### src/rtl/dmem_port_responder.sv
// Bridges L1 data-cache requests onto a 64-bit doubleword memory port. Responses come back
// in order, and requests to unbacked addresses are answered with a page-fault response.
module dmem_port_responder #(
  parameter int unsigned P_DEPTH     = 4,
  parameter logic [31:0] P_MEM_LIMIT = 32'h0400_0000,
  parameter logic [13:0] P_MMU_FLAGS = 14'h0000
) (
  input  logic        iCLOCK,
  input  logic        inRESET,
  input  logic        iDATA_REQ,
  output logic        oDATA_LOCK,
  input  logic [1:0]  iDATA_ORDER,
  input  logic [3:0]  iDATA_MASK,
  input  logic        iDATA_RW,
  input  logic [13:0] iDATA_TID,
  input  logic [1:0]  iDATA_MMUMOD,
  input  logic [31:0] iDATA_PDT,
  input  logic [31:0] iDATA_ADDR,
  input  logic [31:0] iDATA_DATA,
  output logic        oDATA_VALID,
  output logic        oDATA_PAGEFAULT,
  output logic [27:0] oDATA_MMU_FLAGS,
  output logic [63:0] oDATA_DATA,
  output logic        oMEM_REQ,
  input  logic        iMEM_BUSY,
  output logic        oMEM_RW,
  output logic [28:0] oMEM_ADDR,
  output logic [7:0]  oMEM_BE,
  output logic [63:0] oMEM_DATA,
  input  logic        iMEM_VALID,
  input  logic [63:0] iMEM_DATA
);

  localparam int unsigned PW = $clog2(P_DEPTH);
  localparam int unsigned CW = PW + 1;
  localparam logic [CW-1:0] L_FULL    = CW'(P_DEPTH);
  localparam logic [CW-1:0] L_CNT_ONE = CW'(1);
  localparam logic [CW-1:0] L_CNT_ZER = CW'(0);
  localparam logic [PW-1:0] L_PTR_ONE = PW'(1);

  typedef enum logic [1:0] {
    S_RUN      = 2'd0,
    S_PF_DRAIN = 2'd1,
    S_PF_RESP  = 2'd2
  } state_t;

  logic          q_rw_r   [P_DEPTH];
  logic          q_pf_r   [P_DEPTH];
  logic [28:0]   q_addr_r [P_DEPTH];
  logic [7:0]    q_be_r   [P_DEPTH];
  logic [63:0]   q_data_r [P_DEPTH];
  logic          o_rw_r   [P_DEPTH];

  logic [PW-1:0] q_wr_ptr_r, q_rd_ptr_r, o_wr_ptr_r, o_rd_ptr_r;
  logic [CW-1:0] q_cnt_r, q_cnt_nxt_s, o_cnt_r, o_cnt_nxt_s;
  state_t        state_r, state_nxt_s;

  logic          rsp_valid_r, rsp_pf_r;
  logic [27:0]   rsp_flags_r;
  logic [63:0]   rsp_data_r;

  logic accept_s, q_empty_s, head_pf_s, mem_req_s, issue_s, pf_pop_s, pop_s, complete_s;
  logic unused_s;

  assign unused_s   = ^{iDATA_ORDER, iDATA_TID, iDATA_MMUMOD, iDATA_PDT};

  assign oDATA_LOCK = (q_cnt_r == L_FULL);
  assign accept_s   = iDATA_REQ & ~oDATA_LOCK;
  assign q_empty_s  = (q_cnt_r == L_CNT_ZER);
  assign head_pf_s  = q_pf_r[q_rd_ptr_r];
  assign mem_req_s  = ~q_empty_s & ~head_pf_s & (state_r == S_RUN) & (o_cnt_r != L_FULL);
  assign issue_s    = mem_req_s & ~iMEM_BUSY;
  assign pf_pop_s   = (state_r == S_PF_RESP);
  assign pop_s      = issue_s | pf_pop_s;
  // Completions with nothing outstanding (e.g. left over from before a reset) are dropped.
  assign complete_s = iMEM_VALID & (o_cnt_r != L_CNT_ZER);

  assign oMEM_REQ        = mem_req_s;
  assign oMEM_RW         = q_rw_r[q_rd_ptr_r];
  assign oMEM_ADDR       = q_addr_r[q_rd_ptr_r];
  assign oMEM_BE         = q_be_r[q_rd_ptr_r];
  assign oMEM_DATA       = q_data_r[q_rd_ptr_r];
  assign oDATA_VALID     = rsp_valid_r;
  assign oDATA_PAGEFAULT = rsp_pf_r;
  assign oDATA_MMU_FLAGS = rsp_flags_r;
  assign oDATA_DATA      = rsp_data_r;

  // Request FIFO and outstanding-rw FIFO storage (contents are qualified by the counters).
  always_ff @(posedge iCLOCK) begin
    if (accept_s) begin
      q_rw_r[q_wr_ptr_r]   <= iDATA_RW;
      q_pf_r[q_wr_ptr_r]   <= (iDATA_ADDR >= P_MEM_LIMIT);
      q_addr_r[q_wr_ptr_r] <= iDATA_ADDR[31:3];
      q_be_r[q_wr_ptr_r]   <= iDATA_ADDR[2] ? {iDATA_MASK, 4'h0} : {4'h0, iDATA_MASK};
      q_data_r[q_wr_ptr_r] <= {iDATA_DATA, iDATA_DATA};
    end
    if (issue_s) begin
      o_rw_r[o_wr_ptr_r] <= q_rw_r[q_rd_ptr_r];
    end
  end

  // Occupancy of the request FIFO and of the outstanding-request window.
  always_comb begin
    q_cnt_nxt_s = q_cnt_r;
    o_cnt_nxt_s = o_cnt_r;
    case ({accept_s, pop_s})
      2'b10:   q_cnt_nxt_s = q_cnt_r + L_CNT_ONE;
      2'b01:   q_cnt_nxt_s = q_cnt_r - L_CNT_ONE;
      default: q_cnt_nxt_s = q_cnt_r;
    endcase
    case ({issue_s, complete_s})
      2'b10:   o_cnt_nxt_s = o_cnt_r + L_CNT_ONE;
      2'b01:   o_cnt_nxt_s = o_cnt_r - L_CNT_ONE;
      default: o_cnt_nxt_s = o_cnt_r;
    endcase
  end

  // Pointer, counter and state registers.
  always_ff @(posedge iCLOCK or negedge inRESET) begin
    if (!inRESET) begin
      q_wr_ptr_r <= {PW{1'b0}};
      q_rd_ptr_r <= {PW{1'b0}};
      o_wr_ptr_r <= {PW{1'b0}};
      o_rd_ptr_r <= {PW{1'b0}};
      q_cnt_r    <= L_CNT_ZER;
      o_cnt_r    <= L_CNT_ZER;
      state_r    <= S_RUN;
    end else begin
      q_cnt_r <= q_cnt_nxt_s;
      o_cnt_r <= o_cnt_nxt_s;
      state_r <= state_nxt_s;
      if (accept_s)   q_wr_ptr_r <= q_wr_ptr_r + L_PTR_ONE;
      if (pop_s)      q_rd_ptr_r <= q_rd_ptr_r + L_PTR_ONE;
      if (issue_s)    o_wr_ptr_r <= o_wr_ptr_r + L_PTR_ONE;
      if (complete_s) o_rd_ptr_r <= o_rd_ptr_r + L_PTR_ONE;
    end
  end

  // A faulting head waits for every earlier memory access to respond before its own response.
  always_comb begin
    state_nxt_s = state_r;
    case (state_r)
      S_RUN: begin
        if (!q_empty_s && head_pf_s) state_nxt_s = S_PF_DRAIN;
        else                         state_nxt_s = S_RUN;
      end
      S_PF_DRAIN: begin
        if (o_cnt_r == L_CNT_ZER) state_nxt_s = S_PF_RESP;
        else                      state_nxt_s = S_PF_DRAIN;
      end
      S_PF_RESP: state_nxt_s = S_RUN;
      default:   state_nxt_s = S_RUN;
    endcase
  end

  // Response register; data and flags hold between responses, the fault flag does not.
  always_ff @(posedge iCLOCK or negedge inRESET) begin
    if (!inRESET) begin
      rsp_valid_r <= 1'b0;
      rsp_pf_r    <= 1'b0;
      rsp_flags_r <= 28'h0;
      rsp_data_r  <= 64'h0;
    end else if (complete_s) begin
      rsp_valid_r <= 1'b1;
      rsp_pf_r    <= 1'b0;
      rsp_flags_r <= {P_MMU_FLAGS, P_MMU_FLAGS};
      rsp_data_r  <= o_rw_r[o_rd_ptr_r] ? iMEM_DATA : 64'h0;
    end else if (pf_pop_s) begin
      rsp_valid_r <= 1'b1;
      rsp_pf_r    <= 1'b1;
      rsp_flags_r <= 28'h0;
      rsp_data_r  <= 64'h0;
    end else begin
      rsp_valid_r <= 1'b0;
      rsp_pf_r    <= 1'b0;
    end
  end

endmodule

### config.mk
export PLATFORM = sky130hd
export DESIGN_NAME = dmem_port_responder
export DESIGN_NICKNAME = d
export VERILOG_FILES = /design/src/rtl/dmem_port_responder.sv
export SDC_FILE = /design/constraint.sdc
export NUM_CORES = 1
export LEC_CHECK = 0
export BUFFER_PORTS_ARGS = -buffer_cell sky130_fd_sc_hd__buf_2
export CORE_MARGIN = 2
export CORE_UTILIZATION = 35
export DETAILED_ROUTE_END_ITERATION = 6
export PLACE_DENSITY = 0.58
export SLEW_MARGIN = 20
export SYNTH_ARGS = -nofsm -noshare
export SYNTH_HDL_FRONTEND = slang
export SYNTH_SLANG_ARGS = --single-unit
### constraint.sdc
create_clock -name iCLOCK -period 5.5 [get_ports iCLOCK]
set_clock_uncertainty 0.15 [all_clocks]
set_input_delay 1.1 -clock iCLOCK [delete_from_list [all_inputs] [get_ports iCLOCK]]
set_output_delay 1.1 -clock iCLOCK [all_outputs]
set_load 0.005 [all_outputs]
==> results.sh <==
export IMPL_outcome="completed"
export IMPL_min_period_over_period_pct=74.1
export IMPL_num_io_pins=386
export IMPL_cts_buffers=40
export IMPL_drt_initial_drc_count=477
export IMPL_dp_cells=1462
export IMPL_dieArea_um2=41900
export IMPL_wl_mm=30.2
export IMPL_drt_pass1_iterations=4
export IMPL_hp_start="o_rd_ptr_r[1]"
export IMPL_multi_input_area_um2=2900
export IMPL_yosys_warnings=0
export IMPL_clock_sinks=370
export IMPL_grt_pass1_vias=7458
export IMPL_drc=0
export IMPL_required_ns=4.25
export IMPL_period_needed_ns=4.08
export IMPL_die_h_um=205
export IMPL_grt_usage_pct=14.2
export IMPL_yosysTopAreaCell="edfxtp_1"
export IMPL_dr_wl_met3_mm=2.96
export IMPL_syn_cell_area_um2=14100
export IMPL_rows=73
export IMPL_maxUsedRoutingLayer="met5"
export IMPL_fmax_mhz=245
export IMPL_ys_types=31
export IMPL_grt_pass1_wl_mm=44.1
export IMPL_crit_arrival_ns=2.83
export IMPL_synth_top_cell_area_share_pct=61.3
export IMPL_ant_nets=0
export IMPL_cp_startpoint="q_rd_ptr_r[1]"
export IMPL_finalWeightedCongestion=0.739
export IMPL_power_density_nw_per_um2=553
export IMPL_grt_overflow=0
export IMPL_synthTopCellsByArea="edfxtp_1 61%, dfrtp_1 15%, mux4_2 11%"
export IMPL_tns_ns=0
export IMPL_maxCapViolCount=0
export IMPL_rsz0062_at_grt="no"
export IMPL_fin_nets=1179
export IMPL_hold_class="reg -> reg"
export IMPL_path_max_fanout=49
export IMPL_dpl_worst_slack_ns=1.94
export IMPL_synthCells=684
export IMPL_syn_avg_cell_area_um2=20.6
export IMPL_antenna_found_initial=7
export IMPL_yosysSeqAreaShare_pct=75.9
export IMPL_cts_max_level=2
export IMPL_setup_ws_ns=1.42
export IMPL_clk_transition_reported_paths_ns=0.06
export IMPL_io_buffers=305
export IMPL_syn2layout_area_growth_pct=22.5
export IMPL_drv_slew=0
export IMPL_met1_length_mm=12.1
export IMPL_end_kind="output pin"
export IMPL_layout_cells_non_filler=1534
export IMPL_cts_hold_buf=0
export IMPL_slew_headroom_pct=41.4
export IMPL_ys_ff_latch=370
export IMPL_start_util_pct=35.5
export IMPL_cts_resized_gates=0
export IMPL_worstMarginPinSlew_ns=0.879
export IMPL_crit_path_start_kind="flip-flop"
export IMPL_layout_drive_gt1_share_pct=45.2
export IMPL_cts_tree="built"
export IMPL_cts_root_buffer="clkbuf_16"
export IMPL_leakagePower_uw=0.00678
export IMPL_grt_max_degree=83
export IMPL_finalSetupViolCount=0
export IMPL_critical_path_class="reg -> out"
export IMPL_vdd_ir_drop_max_uv=300
export IMPL_holdWs_ns=0.342
export IMPL_wl_per_cell_um=19.7
export IMPL_clk_latency_ns=0.55
export IMPL_post_cts_setup_buffer_count=0
export IMPL_viasPerCell=4.68
export IMPL_seq_area_um2=10700
export IMPL_hold_viol=0
export IMPL_die_width_um=205
export IMPL_num_vias=7173
export IMPL_r2r_start="q_rd_ptr_r[1]"
export IMPL_wl_met2_mm=14.4
export IMPL_coreArea_um2=39700
export IMPL_cts_max_path_buffers=3
export IMPL_fill_cells=3530
export IMPL_dpl_hpwl_mm=19.1
==> sequential cells by signal, indices dropped and copies added (netlist names), 2 cells and up <==
register / flops
o_rw_r: 4
q_be_r: 32
oDATA_DATA: 64
q_cnt_r: 3
q_data_r: 128
state_r: 2
q_pf_r: 4
q_rw_r: 4
o_cnt_r: 3
q_addr_r: 116
o_rd_ptr_r: 2
o_wr_ptr_r: 2
q_wr_ptr_r: 2
q_rd_ptr_r: 2
==> cell families after synthesis <==
kind of cell	Yosys count	share of synthesized area (%)
compound gates	67	4.25
xor+xnor	12	0.745
fa+ha+maj	12	1.17
buf+inv	106	4.47
flops	370	75.9
mux	76	11.8
other cells	1	0.0266
simple gates	40	1.69
==> cells in the mapped netlist <==
| master | instances |
|---|---|
| edfxtp_1 | 288 |
| dfrtp_1 | 82 |
| mux4_2 | 72 |
| a22o_1 | 64 |
| buf_4 | 60 |
| clkbuf_1 | 24 |
| inv_1 | 15 |
| and2_1 | 13 |
| ha_1 | 10 |
| nor2b_1 | 7 |
| buf_1 | 6 |
| nor2_1 | 6 |
| xnor2_1 | 6 |
| xor2_1 | 6 |
| nand2_1 | 3 |
| nor3_1 | 3 |
| fa_1 | 2 |
| mux2i_1 | 2 |
| nand2b_1 | 2 |
| nor4_1 | 2 |
| and3_1 | 1 |
| buf_6 | 1 |
| conb_1 | 1 |
| mux2_1 | 1 |
| mux2_2 | 1 |
| nor2_4 | 1 |
| nor3b_1 | 1 |
| o21ai_2 | 1 |
| o2bb2ai_1 | 1 |
| o31ai_4 | 1 |
| or4b_4 | 1 |
==> worst max-delay path, cell delays in order (launching register included) <==
cell and delay [ns]:
dfrtp_4 1.00, mux4_2 0.44, or4b_4 0.61, inv_1 0.10, buf_2 0.11
==> power breakdown <==
group          switching (uW)  total, uW  internal, uW
logic                    1400       2770          1370
registers                 350       4130          3780
clock network            1080       2650          1570
==> layer usage <==
metal	track usage [%]	up-vias
met2	23.4	270
met5	0	-
li1	-	3218
met4	5.15	8
met3	5.49	55
met1	16.8	3622
==> layout make-up <==
type | count | share of cell area [%]
flip-flops and latches | 370 | 62.0
multi-input cells | 235 | 16.8
repair buffers | 317 | 9.47
clock buffers | 49 | 6.17
well taps | 525 | 3.80
clock inverters | 20 | 1.45
inverters | 15 | 0.326
diodes | 3 | 0.0435
==> stage by stage <==
step | total power, uW | utilization, % | area [um^2]
2_1_floorplan | 5920 | - | 14200
3_3_place_gp | 7020 | 40.1 | 15900
3_5_place_dp | 7060 | 40.1 | 15900
4_1_cts | 9750 | 43.5 | 17300
5_1_grt | 10100 | 43.5 | 17300
6_report | 9560 | 43.5 | 17300
==> path summary, 6_finish.rpt <==
check	endpoint	slack, ns	depth (start not counted)
hold / removal	o_rd_ptr_r[1]	0.34	1
hold reg to reg	o_rd_ptr_r[1]	0.34	1
setup / recovery	oMEM_REQ	1.42	4
setup reg to reg	q_cnt_r[2]	2.01	9
max in group asynchronous	q_rd_ptr_r[1]	4.21	1
min in group asynchronous	oDATA_DATA[46]	0.44	1
==> cell usage in the layout, fill, tap and decap left out, drive strengths merged, types with 3 or more instances in the layout <==
cell type | synthesis | routed
ha | 10 | 10
clkbuf | 24 | 49
buf | 67 | 317
xor2 | 6 | 6
xnor2 | 6 | 6
clkinv | 0 | 16
nand2 | 3 | 3
edfxtp | 288 | 288
mux4 | 72 | 72
diode | 0 | 3
inv | 15 | 15
a22o | 64 | 64
nor2 | 7 | 7
bufinv | 0 | 4
conb | 1 | 28
nor2b | 7 | 7
nor3 | 3 | 3
dfrtp | 82 | 82
and2 | 13 | 13
Power figures use the tool's default switching activity.
